[config.mk]
export PLATFORM = sky130hd
export DESIGN_NAME = bram_burst_arbiter_flat
export DESIGN_NICKNAME = d
export VERILOG_FILES = /design/src/rtl/bram_burst_arbiter_if.sv /design/src/rtl/bram_burst_arbiter.sv /design/src/flat_wrapper.sv
export SDC_FILE = /design/constraint.sdc
export NUM_CORES = 1
export LEC_CHECK = 0
export BUFFER_PORTS_ARGS = -buffer_cell sky130_fd_sc_hd__buf_2
export CAP_MARGIN = 10
export CORE_AREA = 2 2 233 235
export DETAILED_ROUTE_END_ITERATION = 16
export DIE_AREA = 0 0 235 237
export GPL_TIMING_DRIVEN = 0
export MAX_ROUTING_LAYER = met4
export PLACE_DENSITY_LB_ADDON = 0.05
export SYNTH_ARGS = -nofsm -noshare
export SYNTH_HDL_FRONTEND = slang
export SYNTH_SLANG_ARGS = --single-unit
[constraint.sdc]
create_clock -name clk -period 1.9 [get_ports clk]
set_clock_uncertainty 0.15 [all_clocks]
set_input_delay 0.38 -clock clk [delete_from_list [all_inputs] [get_ports clk]]
set_output_delay 0.38 -clock clk [all_outputs]
set_load 0.01 [all_outputs]
[src/rtl/bram_burst_arbiter_if.sv]
// Requester-side bundle of the BRAM burst arbiter: packed burst requests in,
// acceptance pulses and routed read responses out.
interface bram_burst_arbiter_if #(
  parameter int NUM_REQ    = 4,
  parameter int ADDR_WIDTH = 8,
  parameter int DATA_WIDTH = 256,
  parameter int LEN_WIDTH  = 8
);
  logic [NUM_REQ-1:0]            req_vld;
  logic [NUM_REQ*ADDR_WIDTH-1:0] req_base;
  logic [NUM_REQ*LEN_WIDTH-1:0]  req_len_m1;
  logic [NUM_REQ-1:0]            req_rdy;
  logic [NUM_REQ-1:0]            rsp_vld;
  logic [NUM_REQ-1:0]            rsp_last;
  logic [DATA_WIDTH-1:0]         rsp_data;

  modport master (
    output req_vld, req_base, req_len_m1,
    input  req_rdy, rsp_vld, rsp_last, rsp_data
  );

  modport slave (
    input  req_vld, req_base, req_len_m1,
    output req_rdy, rsp_vld, rsp_last, rsp_data
  );
endinterface

[src/rtl/bram_burst_arbiter.sv]
// Round-robin burst read arbiter sharing one BRAM read port among NUM_REQ requesters.
// Optional saturating stat counters (stat_words, stat_wait) under BRAM_ARB_STATS_EN.
module bram_burst_arbiter #(
  parameter int NUM_REQ    = 4,
  parameter int ADDR_WIDTH = 8,
  parameter int DEPTH      = 256,
  parameter int DATA_WIDTH = 256,
  parameter int LEN_WIDTH  = 8
) (
  input  logic                  clk,
  input  logic                  rst_n,
  bram_burst_arbiter_if.slave   rif,
  output logic                  busy,
  output logic                  bram_re,
  output logic [ADDR_WIDTH-1:0] bram_rd_addr,
  input  logic [DATA_WIDTH-1:0] bram_rd_data,
  input  logic                  bram_rd_data_vld
`ifdef BRAM_ARB_STATS_EN
  ,
  output logic [31:0]           stat_words,
  output logic [31:0]           stat_wait
`endif
);
  localparam int IDX_W = (NUM_REQ > 1) ? $clog2(NUM_REQ) : 1;

  typedef enum logic {IDLE, ISSUE} state_t;

  state_t                state;
  logic [IDX_W-1:0]      last_grant;
  logic [IDX_W-1:0]      gnt_idx;
  logic [IDX_W-1:0]      cand;
  logic                  gnt_found;
  logic [ADDR_WIDTH-1:0] gnt_base;
  logic [LEN_WIDTH-1:0]  gnt_len_m1;
  logic [ADDR_WIDTH-1:0] cur_addr;
  logic [LEN_WIDTH-1:0]  remaining;
  logic [IDX_W-1:0]      owner_q;
  logic                  last_q;
  logic                  issued_q;
  logic [NUM_REQ-1:0]    req_rdy;
  logic [NUM_REQ-1:0]    rsp_vld;
  logic [NUM_REQ-1:0]    rsp_last;

  // Rotating priority search, starting just above the previous winner.
  always_comb begin
    gnt_found  = 1'b0;
    gnt_idx    = '0;
    cand       = '0;
    gnt_base   = '0;
    gnt_len_m1 = '0;
    for (int k = 1; k <= NUM_REQ; k++) begin
      cand = IDX_W'((int'(last_grant) + k) % NUM_REQ);
      if (!gnt_found && rif.req_vld[cand]) begin
        gnt_found = 1'b1;
        gnt_idx   = cand;
      end
    end
    for (int i = 0; i < NUM_REQ; i++) begin
      if (gnt_idx == IDX_W'(i)) begin
        gnt_base   = rif.req_base[i*ADDR_WIDTH +: ADDR_WIDTH];
        gnt_len_m1 = rif.req_len_m1[i*LEN_WIDTH +: LEN_WIDTH];
      end
    end
    req_rdy = '0;
    if (state == IDLE && gnt_found) req_rdy[gnt_idx] = 1'b1;
  end

  // Arbitration / issue FSM; response-tracking registers follow the issue stage by one cycle.
  always_ff @(posedge clk or negedge rst_n) begin
    if (!rst_n) begin
      state      <= IDLE;
      last_grant <= IDX_W'(NUM_REQ - 1);
      cur_addr   <= '0;
      remaining  <= '0;
      owner_q    <= '0;
      last_q     <= 1'b0;
      issued_q   <= 1'b0;
    end else begin
      issued_q <= bram_re;
      owner_q  <= last_grant;
      last_q   <= (remaining == '0);
      case (state)
        IDLE: begin
          if (gnt_found) begin
            cur_addr   <= gnt_base;
            remaining  <= gnt_len_m1;
            last_grant <= gnt_idx;
            state      <= ISSUE;
          end
        end
        ISSUE: begin
          cur_addr  <= (cur_addr == ADDR_WIDTH'(DEPTH - 1)) ? '0 : cur_addr + ADDR_WIDTH'(1);
          remaining <= remaining - LEN_WIDTH'(1);
          if (remaining == '0) state <= IDLE;
        end
        default: state <= IDLE;
      endcase
    end
  end

  assign busy         = (state == ISSUE);
  assign bram_re      = busy;
  assign bram_rd_addr = cur_addr;

  always_comb begin
    rsp_vld  = '0;
    rsp_last = '0;
    for (int i = 0; i < NUM_REQ; i++) begin
      rsp_vld[i]  = issued_q & bram_rd_data_vld & (owner_q == IDX_W'(i));
      rsp_last[i] = rsp_vld[i] & last_q;
    end
  end

  assign rif.req_rdy  = req_rdy;
  assign rif.rsp_vld  = rsp_vld;
  assign rif.rsp_last = rsp_last;
  assign rif.rsp_data = bram_rd_data;

`ifdef BRAM_ARB_STATS_EN
  function automatic logic [31:0] sat_inc(input logic [31:0] v);
    return (v == 32'hFFFF_FFFF) ? v : v + 32'd1;
  endfunction

  always_ff @(posedge clk or negedge rst_n) begin
    if (!rst_n) begin
      stat_words <= '0;
      stat_wait  <= '0;
    end else begin
      if (|rsp_vld) stat_words <= sat_inc(stat_words);
      if ((|rif.req_vld) && !(|req_rdy)) stat_wait <= sat_inc(stat_wait);
    end
  end
`endif
endmodule

[src/flat_wrapper.sv]
// flat-port wrapper written by rule: the top's interface ports become plain ports
module bram_burst_arbiter_flat 
#(
  parameter int NUM_REQ    = 4,
  parameter int ADDR_WIDTH = 8,
  parameter int DEPTH      = 256,
  parameter int DATA_WIDTH = 256,
  parameter int LEN_WIDTH  = 8
)
  (clk, rst_n, busy, bram_re, bram_rd_addr, bram_rd_data, bram_rd_data_vld, rif_req_vld, rif_req_base, rif_req_len_m1, rif_req_rdy, rif_rsp_vld, rif_rsp_last, rif_rsp_data);
  bram_burst_arbiter_if #(.NUM_REQ(NUM_REQ), .ADDR_WIDTH(ADDR_WIDTH), .DATA_WIDTH(DATA_WIDTH), .LEN_WIDTH(LEN_WIDTH)) rif_i ();
  input  logic clk;
  input  logic rst_n;
  output logic busy;
  output logic bram_re;
  output logic [ADDR_WIDTH-1:0] bram_rd_addr;
  input  logic [DATA_WIDTH-1:0] bram_rd_data;
  input  logic bram_rd_data_vld;
  input wire logic [$bits(rif_i.req_vld)-1:0] rif_req_vld;
  input wire logic [$bits(rif_i.req_base)-1:0] rif_req_base;
  input wire logic [$bits(rif_i.req_len_m1)-1:0] rif_req_len_m1;
  output wire logic [$bits(rif_i.req_rdy)-1:0] rif_req_rdy;
  output wire logic [$bits(rif_i.rsp_vld)-1:0] rif_rsp_vld;
  output wire logic [$bits(rif_i.rsp_last)-1:0] rif_rsp_last;
  output wire logic [$bits(rif_i.rsp_data)-1:0] rif_rsp_data;
  assign rif_i.req_vld = rif_req_vld;
  assign rif_i.req_base = rif_req_base;
  assign rif_i.req_len_m1 = rif_req_len_m1;
  assign rif_req_rdy = rif_i.req_rdy;
  assign rif_rsp_vld = rif_i.rsp_vld;
  assign rif_rsp_last = rif_i.rsp_last;
  assign rif_rsp_data = rif_i.rsp_data;
  bram_burst_arbiter #(.NUM_REQ(NUM_REQ), .ADDR_WIDTH(ADDR_WIDTH), .DEPTH(DEPTH), .DATA_WIDTH(DATA_WIDTH), .LEN_WIDTH(LEN_WIDTH)) u_core (.clk(clk), .rst_n(rst_n), .rif(rif_i), .busy(busy), .bram_re(bram_re), .bram_rd_addr(bram_rd_addr), .bram_rd_data(bram_rd_data), .bram_rd_data_vld(bram_rd_data_vld));
endmodule
# [Word-level counts from Yosys, hierarchy flattened]
# Cells that the tools add are included.
# W data, S select, Z words.
[totals] input_bits=327 reg_bits=23 word_cells=84
[op_classes] eq_ne=8 n_lt_le_gt_ge=6 n_mux=35 reduce_logical=12 bitwise=10 n_addsub=6
[op_table] operator="$mux W8" n=11
[op_table] operator="$pmux W8 S2" n=2
[op_table] operator="$lt A2 B3 Y1 const B" n=5
[op_table] operator="$mux W1" n=11
[op_table] operator="$and A1 B1 Y1" n=9
[op_table] operator="$add A8 B1 Y8 const B" n=1
[op_table] operator="$bmux W1 S2" n=4
[op_table] operator="$eq A2 B2 Y1 const B" n=4
[op_table] operator="$eq A8 B8 Y1 const B" n=1
[op_table] operator="$logic_not A8 Y1" n=1
[op_table] operator="$mux W2" n=4
[op_table] operator="$sub A8 B1 Y8 const B" n=1
[op_table] operator="$logic_and A1 B1 Y1" n=5
[op_table] operator="$add A2 B1 Y2 const B" n=2
[op_table] operator="$add A2 B2 Y2 const B" n=2
[op_table] operator="$eq A2 B1 Y1 const B" n=2
[op_table] operator="$logic_not A2 Y1" n=2
[op_table] operator="$mux W4" n=1
[op_table] operator="$logic_not A1 Y1" n=3
[op_table] operator="$demux W1 S2" n=1
[op_table] operator="$ge A2 B1 Y1 const B" n=1
[op_table] operator="$ne A2 B1 Y1 const B" n=1
[op_table] operator="$pmux W1 S2" n=1
[op_table] operator="$reduce_and A2 Y1" n=1
[op_table] operator="$not A1 Y1" n=1

# [Longest topological paths before layout]
[depth] ltp_word=20 mapped_depth=7 ltp_nobuf=6

# [Least setup slack after synthesis]
# OpenSTA, ideal clock, no wires.
[synth_timing] path_kind="in2out" from="input rif_req_vld[0]" to="output rif_req_rdy[2]" required_ns=1.370 slack_ns=-0.188 stages=5 t_arrival_ns=1.558 cell_sequence="or2_4 a311oi_4 buf_6 nand2_1 nor2_1"
[synth_between] elab_chain_len=17
[synth_lines] element="start: declaration" line="flat_wrapper.sv:19" text="input wire logic [$bits(rif_i.req_vld)-1:0] rif_req_vld;"
[synth_lines] element="$bmux W1 S2" line="bram_burst_arbiter.sv:53" text="if (!gnt_found && rif.req_vld[cand]) begin"
[synth_lines] element="$mux W1 (implied by the code)" line="bram_burst_arbiter.sv:53"
[synth_lines] element="$mux W1" line="bram_burst_arbiter.sv:53"
[synth_lines] element="$logic_not A1 Y1" line="bram_burst_arbiter.sv:53"
[synth_lines] element="$logic_and A1 B1 Y1" line="bram_burst_arbiter.sv:53"
[synth_lines] element="$mux W1" line="bram_burst_arbiter.sv:53"
[synth_lines] element="$logic_not A1 Y1" line="bram_burst_arbiter.sv:53"
[synth_lines] element="$logic_and A1 B1 Y1" line="bram_burst_arbiter.sv:53"
[synth_lines] element="$mux W1" line="bram_burst_arbiter.sv:53"
[synth_lines] element="$logic_not A1 Y1" line="bram_burst_arbiter.sv:53"
[synth_lines] element="$logic_and A1 B1 Y1" line="bram_burst_arbiter.sv:53"
[synth_lines] element="$mux W2" line="bram_burst_arbiter.sv:53"
[synth_lines] element="$lt A2 B3 Y1 (implied by the code) or $ge A2 B1 Y1 (tied branches)" line="bram_burst_arbiter.sv:65" text="if (state == IDLE && gnt_found) req_rdy[gnt_idx] = 1'b1;"
[synth_lines] element="$logic_and A1 B1 Y1 (implied by the code)" line="bram_burst_arbiter.sv:65"
[synth_lines] element="$mux W1 (implied by the code)" line="bram_burst_arbiter.sv:65"
[synth_lines] element="$demux W1 S2"
[synth_lines] element="$mux W4 *" line="bram_burst_arbiter.sv:65"
[synth_lines] element="end: declaration" line="flat_wrapper.sv:22" text="output wire logic [$bits(rif_i.req_rdy)-1:0] rif_req_rdy;"
# Mark *: on every way between the ends. The rest lies on a longest branch, timed or not. The select of a mux whose other input is x is not followed.

# [Worst setup path in the final report]
[layout_timing] from="register u_core.last_grant[1]" to="output rif_req_rdy[1]"
[layout_between] elab_chain_len=18
[layout_lines] element="start: declaration" line="bram_burst_arbiter.sv:29" text="logic [IDX_W-1:0] last_grant;"
[layout_lines] element="start signal: assignment" line="bram_burst_arbiter.sv:72" text="last_grant <= IDX_W'(NUM_REQ - 1);"
[layout_lines] element="start signal: assignment" line="bram_burst_arbiter.sv:87" text="last_grant <= gnt_idx;"
[layout_lines] element="$add A2 B1 Y2" line="bram_burst_arbiter.sv:52" text="cand = IDX_W'((int'(last_grant) + k) % NUM_REQ);"
[layout_lines] element="$bmux W1 S2" line="bram_burst_arbiter.sv:53"
[layout_lines] element="$mux W1 (implied by the code)" line="bram_burst_arbiter.sv:53"
[layout_lines] element="$mux W1" line="bram_burst_arbiter.sv:53"
[layout_lines] element="$logic_not A1 Y1" line="bram_burst_arbiter.sv:53"
[layout_lines] element="$logic_and A1 B1 Y1" line="bram_burst_arbiter.sv:53"
[layout_lines] element="$mux W1" line="bram_burst_arbiter.sv:53"
[layout_lines] element="$logic_not A1 Y1" line="bram_burst_arbiter.sv:53"
[layout_lines] element="[... 2 more ...]"
[layout_lines] element="$logic_not A1 Y1" line="bram_burst_arbiter.sv:53"
[layout_lines] element="$logic_and A1 B1 Y1" line="bram_burst_arbiter.sv:53"
[layout_lines] element="$mux W2" line="bram_burst_arbiter.sv:53"
[layout_lines] element="$lt A2 B3 Y1 (implied by the code) or $ge A2 B1 Y1 (tied branches)" line="bram_burst_arbiter.sv:65"
[layout_lines] element="$logic_and A1 B1 Y1 (implied by the code)" line="bram_burst_arbiter.sv:65"
[layout_lines] element="$mux W1 (implied by the code)" line="bram_burst_arbiter.sv:65"
[layout_lines] element="$demux W1 S2"
[layout_lines] element="$mux W4 *" line="bram_burst_arbiter.sv:65"
# Marked as above.

==> reports/qor.yml <==
flow_run:
  cap_violations: 0
setup_path:
  critical_path.startpoint_type: "flop"
  worstPathArrival_ns: 1.80
  worstPathMaxFanout: 5
  path_class: "flop to output pin"
  cp-end-kind: "output pin"
  cp.required_ns: 1.37
power_and_ir_drop:
  cellInternalPower_mw: 2.72
  power.density_nw_per_um2: 694
  clock_power_share_pct: 10.7
  combPwrFrac_pct: 67.5
  p_sw_mw: 2.10
  p_seq_share_pct: 21.7
  vdd_drop_max_mv: 0.380
  netSwitchingFraction_pct: 43.6
  p_leak_nw: 3.59
drt:
  wl_per_cell_um: 14.1
  routed_via_density: 2.76
  ant_nets: 0
  drc_errors: 0
  drtIter0Drc: 61
  drt-total-wl_um: 21700
  first_pass_iters: 4
  vias: 4238
placed_design:
  gp_congestion: 0.671
  dp_hpwl_um: 19200
  port_buffers: 348
  placed_cells: 1512
logic_synthesis:
  ys.flop_type: "dfrtp_1"
  yosysSeqAreaShare_pct: 15.6
  async_flop_share_pct: 100
  synth_top_family_by_area: "buffers and inverters"
  yosys_warnings: 0
  synth_simple_gate_area_share_pct: 8.42
  synthTopCellsByArea: "buf_4 (52%), dfrtp_1 (14%), nor2_1 (2.8%)"
  synthAdderAreaFrac_pct: 1.01
  syn_area_sq_um: 3710
  synth.distinct_cells: 45
  syn_nets: 798
  yosysTopAreaCell: "buf_4"
  syn_avg_cell_area_sq_um: 7.94
  ys_seq_elements: 23
  yosys.area_share.xor_xnor_pct: 2.12
  synth_compound_area_share_pct: 13.4
  synth_top_area_share_pct: 51.9
  synth_most_common_cell: "buf_4"
  synth.mux.area_fraction_pct: 5.52
  synthCells: 468
  synth-edff-count: 0
  synthTopCellsByCount: "buf_4 (257), nor2_1 (28), dfrtp_1 (21)"
die:
  ios: 605
  rows: 85
  die-area_sq_um: 55700
  die_x_um: 235
  coreArea_sq_um: 53300
  initial_core_util_pct: 6.97
  die_h_um: 237
clocking:
  htree_levels: 1
  cts_hold_buf: 0
  cts_sinks: 23
  tritoncts: "done"
  clk_pin_slew_ns: 0.08
  max-clock-path-buffers: 2
  clkLatencyLatePin_ns: 0.27
  cts-root-buf: "clkbuf_16"
  cts_buffers: 3
timing:
  hold_violations: 10
  grt_setup_unrepaired: "true"
  hold_ws_ns: -0.0175
  setup_viol_count_final: 20
  fin_crit_sh_pct: 123
  drv_slew: 0
  setup_tns_ns: -5.28
  fmax_mhz: 429
  slew_headroom_pct: 55.1
  tightest_slew_ns: 0.673
  fin_crit_ns: 2.33
  setup_slack_ns: -0.432
global_routing:
  grt_use_total_pct: 7.32
  grt_pass1_vias: 4196
  antenna_found_initial: 1
  grt_overflow: 0
  grt_first_pass_wirelength_um: 29300
  grt_start_max_net_pins: 24
finish:
  num-nets-final: 1169
  final_cells: 1535
  syn_to_final_growth_pct: 87.0
  drive_above_1_share_pct: 81.6
outcome:
  violations: "negative hold slack, negative setup slack"
  status: "complete, but fails checks"
worst_hold_path:
  min-delay-path-class: "primary input to asynchronous set/reset pin"
[cells in the final DEF, fill, tap and decap left out, types with 5 or more instances in the layout]
cell type  Yosys  layout
buf_6          1       5
a21oi_1        9       8
buf_4        257     273
mux2i_4        0       5
nand2_1       13      12
dfrtp_1       21      21
nand3_1        6       6
o22ai_4        0       5
mux2_4         0       7
o21ai_0       19      18
inv_1          7       7
xor2_1         5       5
nor2_1        28      25
a22oi_1        9       9
buf_2          3     346
mux2_2         5       5
[cell type report]
cell class	instances	area [sq um]
Tap cell	696	871
Sequential cell	23	578
Fill cell	6181	46300
Multi-Input combinational cell	171	1420
Antenna cell	1	2.50
Timing Repair Buffer	366	1930
Buffer	267	2040
Clock inverter	1	7.51
Clock buffer	3	75.1
Inverter	7	26.3
[worst paths after layout]
| path | start | end | slack, ns | depth (start not counted) |
|---|---|---|---|---|
| setup / recovery | u_core.last_grant[1] | rif_req_rdy[1] | -0.43 | 6 |
| hold / removal | rst_n | u_core.bram_rd_addr[7] | -0.02 | 1 |
| setup reg to reg | u_core.last_grant[1] | u_core.remaining[7] | -0.30 | 6 |
| hold reg to reg | u_core.last_grant[1] | u_core.owner_q[1] | 0.31 | 0 |
| max in group asynchronous | rst_n | u_core.remaining[0] | 1.17 | 1 |
| min in group clk | rif_req_base[28] | u_core.bram_rd_addr[4] | 0.26 | 3 |
[through the flow]
| stage | total power, mW | utilization (%) | setup WS, ns | cell area (sq um) |
|---|---|---|---|---|
| after floorplan | 2.70 | - | -0.124 | 3770 |
| after global placement | 3.87 | 12.0 | -1.39 | 6390 |
| after detailed placement | 3.82 | 12.0 | -1.33 | 6390 |
| after CTS | 4.90 | 12.9 | -0.500 | 6880 |
| after global routing | 5.27 | 13.0 | -0.540 | 6950 |
| final | 4.82 | 13.0 | -0.432 | 6950 |
[worst max-delay path, stage by stage (launching register included)]
cell,delay (ns)
dfstp_2,0.61
nor3b_2,0.07
a311oi_4,0.31
buf_12,0.17
nand2b_4,0.16
nor2_1,0.04
buf_2,0.16
[metal layers]
metal / share of wire [%] / vias to the layer above / routed length (um) / global-route usage, %
met5: 0 / - / 0 / -
met1: 36 / 1925 / 7890 / 7.67
met3: 7.2 / 5 / 1570 / 1.73
met2: 56 / 269 / 12200 / 14.3
met4: 0.36 / 0 / 78 / 0.690
li1: - / 2039 / - / -
[power by group through the flow]
stage	registers, mW	clock network, mW	logic [mW]
after CTS	1.06	0.550	3.29
after global routing	1.11	0.573	3.59
after global placement	1.09	0	2.79
after floorplan	0.998	0	1.70
final	1.05	0.518	3.26
after detailed placement	1.07	0	2.75
[cell families (layout without fill, tap and decap cells)]
logic type,count (synthesis),count (layout)
adder cells (fa/ha/maj),3,3
AO/OA/AOI/OAI,75,75
flip-flops,23,23
AND/OR/NAND/NOR,65,65
other,0,1
multiplexers,19,19
XOR/XNOR,9,9
buffers and inverters,274,644
[sequential cells by signal (all words and copies together) (netlist names)]
signal,count
u_core.bram_rd_addr,8
u_core.remaining,8
u_core.last_grant,2
u_core.owner_q,2
u_core.bram_re,1
u_core.issued_q,1
u_core.last_q,1
[repair_timing]
item,4_1_cts,5_1_grt
resized for setup,54,22
pin swaps,12,10
gates cloned,0,0
setup buffers,17,3
setup endpoints to repair,23,22
No activity file was read; power rests on OpenSTA's default activity.
